File: src/rtl/conv_mac_engine.sv
// 2x2 valid 2D correlation of a 4x4 byte matrix with a 3x3 byte kernel,
// one 8x8 multiply-accumulate per cycle, results handed out over valid/ready.
module conv_mac_engine #(
    parameter int ACC_W = 20
) (
    input  logic             clk,
    input  logic             rst,
    input  logic             start,
    input  logic [127:0]     a_flat,
    input  logic [71:0]      b_flat,
    input  logic             out_ready,
    output logic             out_valid,
    output logic [ACC_W-1:0] out_data,
    output logic             out_row,
    output logic             out_col,
    output logic             busy,
    output logic             done
);

    typedef enum logic [2:0] {IDLE, LOAD, MAC, EMIT, DONE} state_t;

    state_t           state_q;
    logic [127:0]     a_q;
    logic [71:0]      b_q;
    logic [ACC_W-1:0] acc_q;
    logic [3:0]       k_q;
    logic [1:0]       idx_q;
    logic             valid_q;
    logic [ACC_W-1:0] data_q;
    logic             row_q;
    logic             col_q;
    logic             busy_q;
    logic             done_q;

    logic [1:0]       m_d;
    logic [1:0]       n_d;
    logic [1:0]       a_row_d;
    logic [1:0]       a_col_d;
    logic [7:0]       a_byte_d;
    logic [7:0]       b_byte_d;
    logic [15:0]      prod_d;
    logic [ACC_W-1:0] sum_d;

    // Kernel tap k selects b[m][n] with m = k/3, n = k%3; b is stored at byte k.
    always_comb begin
        m_d = 2'd0;
        if (k_q >= 4'd6) begin
            m_d = 2'd2;
        end else if (k_q >= 4'd3) begin
            m_d = 2'd1;
        end
        n_d      = 2'(k_q - 4'(m_d) * 4'd3);
        a_row_d  = m_d + {1'b0, idx_q[1]};
        a_col_d  = n_d + {1'b0, idx_q[0]};
        a_byte_d = a_q[{a_row_d, a_col_d, 3'b000} +: 8];
        b_byte_d = b_q[{k_q, 3'b000} +: 8];
        prod_d   = a_byte_d * b_byte_d;
        sum_d    = ((k_q == 4'd0) ? '0 : acc_q) + ACC_W'(prod_d);
    end

    always_ff @(posedge clk or posedge rst) begin
        if (rst) begin
            state_q <= IDLE;
            // NOTE: the operand snapshot is reset with everything else so a
            // frame abandoned by reset can never leak stale operands.
            a_q     <= '0;
            b_q     <= '0;
            acc_q   <= '0;
            k_q     <= '0;
            idx_q   <= '0;
            valid_q <= 1'b0;
            data_q  <= '0;
            row_q   <= 1'b0;
            col_q   <= 1'b0;
            busy_q  <= 1'b0;
            done_q  <= 1'b0;
        end else begin
            unique case (state_q)
                IDLE: begin
                    if (start) begin
                        state_q <= LOAD;
                        busy_q  <= 1'b1;
                    end
                end
                LOAD: begin
                    a_q     <= a_flat;
                    b_q     <= b_flat;
                    k_q     <= '0;
                    idx_q   <= '0;
                    state_q <= MAC;
                end
                MAC: begin
                    acc_q <= sum_d;
                    if (k_q == 4'd8) begin
                        k_q     <= '0;
                        data_q  <= sum_d;
                        row_q   <= idx_q[1];
                        col_q   <= idx_q[0];
                        valid_q <= 1'b1;
                        state_q <= EMIT;
                    end else begin
                        k_q <= k_q + 4'd1;
                    end
                end
                EMIT: begin
                    if (out_ready) begin
                        valid_q <= 1'b0;
                        if (idx_q == 2'd3) begin
                            done_q  <= 1'b1;
                            state_q <= DONE;
                        end else begin
                            idx_q   <= idx_q + 2'd1;
                            state_q <= MAC;
                        end
                    end
                end
                DONE: begin
                    done_q  <= 1'b0;
                    busy_q  <= 1'b0;
                    idx_q   <= '0;
                    state_q <= IDLE;
                end
                default: state_q <= IDLE;
            endcase
        end
    end

    assign out_valid = valid_q;
    assign out_data  = data_q;
    assign out_row   = row_q;
    assign out_col   = col_q;
    assign busy      = busy_q;
    assign done      = done_q;

endmodule

File: config.mk
export PLATFORM = sky130hd
export DESIGN_NAME = conv_mac_engine
export DESIGN_NICKNAME = d
export VERILOG_FILES = /design/src/rtl/conv_mac_engine.sv
export SDC_FILE = /design/constraint.sdc
export NUM_CORES = 1
export LEC_CHECK = 0
export ABC_AREA = 1
export CORE_ASPECT_RATIO = 0.5
export CORE_MARGIN = 4
export CORE_UTILIZATION = 32
export DETAILED_ROUTE_END_ITERATION = 16
export SYNTH_ARGS = -nofsm -noshare
export SYNTH_HDL_FRONTEND = slang
export SYNTH_SLANG_ARGS = --single-unit
File: constraint.sdc
create_clock -name clk -period 9 [get_ports clk]
set_input_delay 1.8 -clock clk [delete_from_list [all_inputs] [get_ports clk]]
set_output_delay 1.8 -clock clk [all_outputs]
set_load 0.01 [all_outputs]
After elaboration in Yosys (flattened, before gate mapping)
Index checks and enable logic that the tools add are counted.
Storage, ports and cells
  bits of input ports: 204
  output and inout port bits: 25
  memory bits (read-only): 0
  bits in latches: 0
  bits in registers: 254
  memories: 0
  bits in writable memories: 0
  word-level logic and storage cells: 70
Operators by class
  div/mod/pow operators: 0
  $add $sub $neg: 6
  $lt $le $gt $ge: 2
  multiply operators: 2
  shift operators: 2
  bitwise gates (word level): 0
  reduce and logical (&&, ||, !) cells: 14
  eq/ne operators: 11
  multiplexer cells: 21
Operators by type and width (count)
  $shiftx 128x8->8: 1
  $shiftx 72x8->8: 1
  $add 20x16->20: 1
  $mux 20: 1
  $mul 8x8->16: 1
  $mux 3: 4
  $pmux 3 s4: 1
  $reduce_and 3->1: 4
  $ne 2x2->1 const B: 5
  $reduce_bool 2->1: 5
  $pmux 4 s2: 1
  $eq 3x2->1 const B: 2
  $mux 1: 6
  $mux 2: 3
  $pmux 1 s2: 3
  $add 2x1->2: 2
  $add 4x1->4 const B: 1
  $eq 4x4->1 const B: 1
  $ge 4x2->1 const B: 1
  $ge 4x3->1 const B: 1
  $logic_not 4->1: 1
  $mux 4: 1
  $pmux 2 s2: 1
  $reduce_and 2->1: 2
  8 further kinds: 8

Logic depth before layout (Yosys ltp)
  depth in word-level cells: 9
  mapped depth: 42

Worst setup path after synthesis
OpenSTA, ideal clock, no wires.
  path kind: reg2reg
  start point: register k_q[0]
  end point: register acc_q[19]
  period minus slack after synthesis: 6.424 ns
  buffers on the path: 3
  stages on the path, launching flop included: 37
  path slack: 2.576 ns
  data arrival time: 6.306 ns
  cell sequence: dfrtp_1 > inv_2 > buf_2 > ha_1 > nor2_1 > nor2_2 > nor2_4 > inv_2 > nor2_1 > ha_1 > ha_1 > buf_2 > clkbuf_1 > nor2_1 > a21oi_1 > nand2_1 > nand3_1 > nand3_1 > nand2_1 > nand2_1 > fa_1 > inv_1 > fa_1 > inv_1 > fa_1 > fa_1 > inv_1 > ha_1 > nand2_1 > o21ai_0 > nand3_1 > nand2_1 > nand3_1 > nand2_1 > nand2_1 > nand3_1 > nand2_1
Between the ends
  word-level cells in the longest chain between the ends: 9
  elaborated cells on any way between the ends: 14
  those cells by class: 4 x add/sub; 2 x mul; 2 x order compare; 2 x shift; 3 x mux; 1 x reduce/logical
Ends and longest elaborated chain
  start, declared: RTL line 26  | logic [3:0] k_q;
  start signal, assigned: RTL line 102  | k_q <= k_q + 4'd1;
  $ge 4x2->1: RTL line 49  | end else if (k_q >= 4'd3) begin
  $mux 1: RTL line 49
  $mux 2: RTL line 47  | if (k_q >= 4'd6) begin
  $mul 2x1->2: RTL line 52  | n_d = 2'(k_q - 4'(m_d) * 4'd3);
  $sub 2x2->2: RTL line 52
  $add 2x1->2: RTL line 54  | a_col_d = n_d + {1'b0, idx_q[0]};
  $shiftx 128x8->8: RTL line 55  | a_byte_d = a_q[{a_row_d, a_col_d, 3'b000} +: 8];
  $mul 8x8->16: RTL line 57  | prod_d = a_byte_d * b_byte_d;
  $add 20x16->20 *: RTL line 58  | sum_d = ((k_q == 4'd0) ? '0 : acc_q) + ACC_W'(prod_d);
  end signal, assigned: RTL line 93  | acc_q <= sum_d;
  end, declared: RTL line 25  | logic [ACC_W-1:0] acc_q;
Mark *: on every way between the ends. The rest lies on a longest branch, timed or not.
A chain may end at the register's enable or synchronous reset.

Worst setup path after layout
  start point: register k_q[2]
  end point: register data_q[13] (netlist: out_data[13])
Between the ends
  word-level cells in the longest chain between the ends: 9
  elaborated cells on any way between the ends: 16
  those cells by class: 4 x add/sub; 2 x mul; 2 x order compare; 1 x eq/ne; 2 x shift; 3 x mux; 2 x reduce/logical
Ends and longest elaborated chain
  $ge 4x2->1: RTL line 49
  $mux 1: RTL line 49
  $mux 2: RTL line 47
  $mul 2x1->2: RTL line 52
  $sub 2x2->2: RTL line 52
  $add 2x1->2: RTL line 54
  $shiftx 128x8->8: RTL line 55
  $mul 8x8->16: RTL line 57
  $add 20x16->20: RTL line 58
  end signal, assigned: RTL line 96  | data_q <= sum_d;
  end, declared: RTL line 29  | logic [ACC_W-1:0] data_q;
Several ways; a longest one is shown, not always the timed one.

==> results.toml <==
[clock_network]
postCtsSetupBuffers = 0
cts_root_buffer = "clkbuf_16"
worstSkewPairLatency_ps = 570
cts_tree = "built"
ctsHoldBuffers = 0
cts.repair.resized = 0
cts.sinks = 254
h-tree-depth = 1
cts_buffers = 27
clk_pin_slew_worst_paths_ps = 60
cts_max_path_buffers = 3

[worst_setup_path]
cp_num_buf_inv = 7
worstPathRequired_ps = 9450
cp_top_family = "adder cells"
worstReg2RegStart = "k_q[2]"
crit_top_cell = "nand2_1"
slowest_delay_ps = 900
critical_path_class = "flip-flop to flip-flop"
rr_endpoint = "out_data[13]"
r2r_setup_slack_ps = 1510
worstPathMaxFanout = 94
worst_setup_path_startpoint = "k_q[2]"
crit_arrival_ps = 7940
rr_worst_depth = 33
cp_slowest_cell = "ha_4"
critPathCapture = "out_data[13]"
cp.depth = 33
start_kind = "flip-flop"
end_kind = "flip-flop"

[hold_path]
hp-class = "flip-flop to flip-flop"

[final_layout]
multiInputGateArea_um2 = 7110
utilization = 0.406
final_area_um2 = 18400
syn_to_final_growth_pct = 25.2
fillerInstances = 4511
nets = 2159
drive_gt1_frac = 0.108
regArea_um2 = 6360

[placed_design]
postPlaceCellArea_um2 = 17400
dp_hpwl_um = 31800
gp_congestion = 0.921
portBuffers = 228

[synthesis]
yosysUniqueCellTypes = 38
synth_fp_nets = 1973
syn_inst = 1671
ys_seq_area_frac = 0.433
synth_top_area_frac = 0.433
yosys.area.top_type = "dfrtp_1"
ys_ff_latch = 254
avgSynthCellArea_um2 = 8.78
yosys-top-cells-area = "dfrtp_1, mux2_2, fa_1"
ys_warn_count = 0
syn_area_um2 = 14700

[global_routing]
busiest_layer = "met2"
antenna_found_initial = 2
grt_overflow = 0
grt_pass1_vias = 12000
grt_use_met1 = 0.224
use_met3 = 0.0242
grt_use_met2 = 0.291
grt_pass1_wl_um = 67100
grt_usage = 0.169
grt_max_degree = 159

[sta]
maxSlewViolCount = 0
slew_headroom = 0.336
setup_viol = 0
worst_pin_slew_ps = 996
fin_crit_ps = 7490
finClkSkew_ps = 14.7
fin_crit_sh = 0.833
hold_viol = 0
fin_tns_setup_ps = 0
grt_setup_unrepaired = "no"
fmax_ghz = 0.133

[floorplan]
die_x_um = 311
core-area_um2 = 45300
ioPinCount = 229
rows = 55
die_h_um = 159
dieArea_um2 = 49600
start_util = 0.324

[detailed_routing]
first_pass_iters = 5
route.detailed.drc = 0
routed_wl_um = 42200
drtAntennaViolNets = 0
vias = 11700
drt_iter0_markers = 822
vias_per_cell = 4.74
routedWlPerCell_um = 17.0

[run_status]
status = "finished clean"

[run]
drv_cap = 0
-- Yosys cell counts (all sizes together) --
cell type	n
clkinv	1
o41ai	3
xor2	2
o21bai	3
o21ai	69
ha	48
mux2i	8
or2	2
o22ai	6
o31ai	1
nand3	121
o21a	2
xnor2	7
nand3b	6
o211ai	16
nor3	2
mux2	121
nor2	226
nand2	250
a21oi	166
nand4	3
clkbuf	35
fa	50
inv	222
buf	47
dfrtp	254
-- through the flow --
stage	setup WS, ps	cells	hold WS (ps)
final	1510	2477	467
after global routing	769	2477	507
after CTS	1470	2475	474
after detailed placement	1520	2426	459
after global placement	1650	2426	455
after floorplan	215	1671	442
-- final cells by class --
type,count,share of cell area
diodes,2,0.000272
clock buffers,40,0.0427
clock inverters,9,0.00749
inverters,223,0.0460
multi-input cells,1112,0.387
flip-flops and latches,254,0.346
well taps,598,0.0407
repair buffers,239,0.129
-- cell families after synthesis --
| family | synth area share |
|---|---|
| flip-flops | 0.433 |
| XOR/XNOR | 0.00665 |
| AND/OR/NAND/NOR | 0.173 |
| buffers and inverters | 0.0838 |
| multiplexers | 0.0983 |
| adder cells (fa/ha/maj) | 0.109 |
| AO/OA/AOI/OAI | 0.0958 |
-- metal layers --
| metal | part of all wire | vias up | wire [um] |
|---|---|---|---|
| met3 | 0.035 | 61 | 1460 |
| li1 | - | 5751 | - |
| met2 | 0.49 | 184 | 20800 |
| met4 | 0.025 | 0 | 1070 |
| met1 | 0.45 | 5748 | 18900 |
| met5 | 0 | - | 0 |
-- placed cells by master, fill, tap and decap left out, types with 16 or more instances in the layout --
cell type / n
dfrtp_1: 254
nand2_1: 240
clkdlybuf4s50_1: 228
nor2_1: 223
inv_1: 214
a21oi_1: 166
mux2_2: 121
nand3_1: 117
o21ai_0: 67
fa_1: 50
ha_1: 47
clkbuf_16: 27
o211ai_1: 16
-- worst min-delay path, cell delays in order, from the launching register on --
cell and delay (ps):
dfrtp_1 340, nand2_1 50, nand2_1 50
-- registers in the layout, summed over array words and instances, names as in the netlist --
signal	flops
a_q	128
acc_q	20
b_q	72
busy	1
done	1
idx_q	2
k_q	4
out_col	1
out_data	20
out_row	1
out_valid	1
state_q	3
-- worst min-delay path by stage --
| stage | start | end | slack [ps] | cells past startpoint |
|---|---|---|---|---|
| floorplan | acc_q[1] | acc_q[1] | 440 | 2 |
| global placement | out_data[5] | out_data[5] | 450 | 2 |
| detailed placement | out_data[5] | out_data[5] | 460 | 2 |
| CTS | out_data[5] | out_data[5] | 470 | 2 |
| global route | b_q[18] | b_q[18] | 510 | 1 |
| finish | out_data[5] | out_data[5] | 470 | 2 |
Power is left out: the tool's default activity adds up to more than one toggle a clock period on the data nets, which glitch-free logic cannot reach.
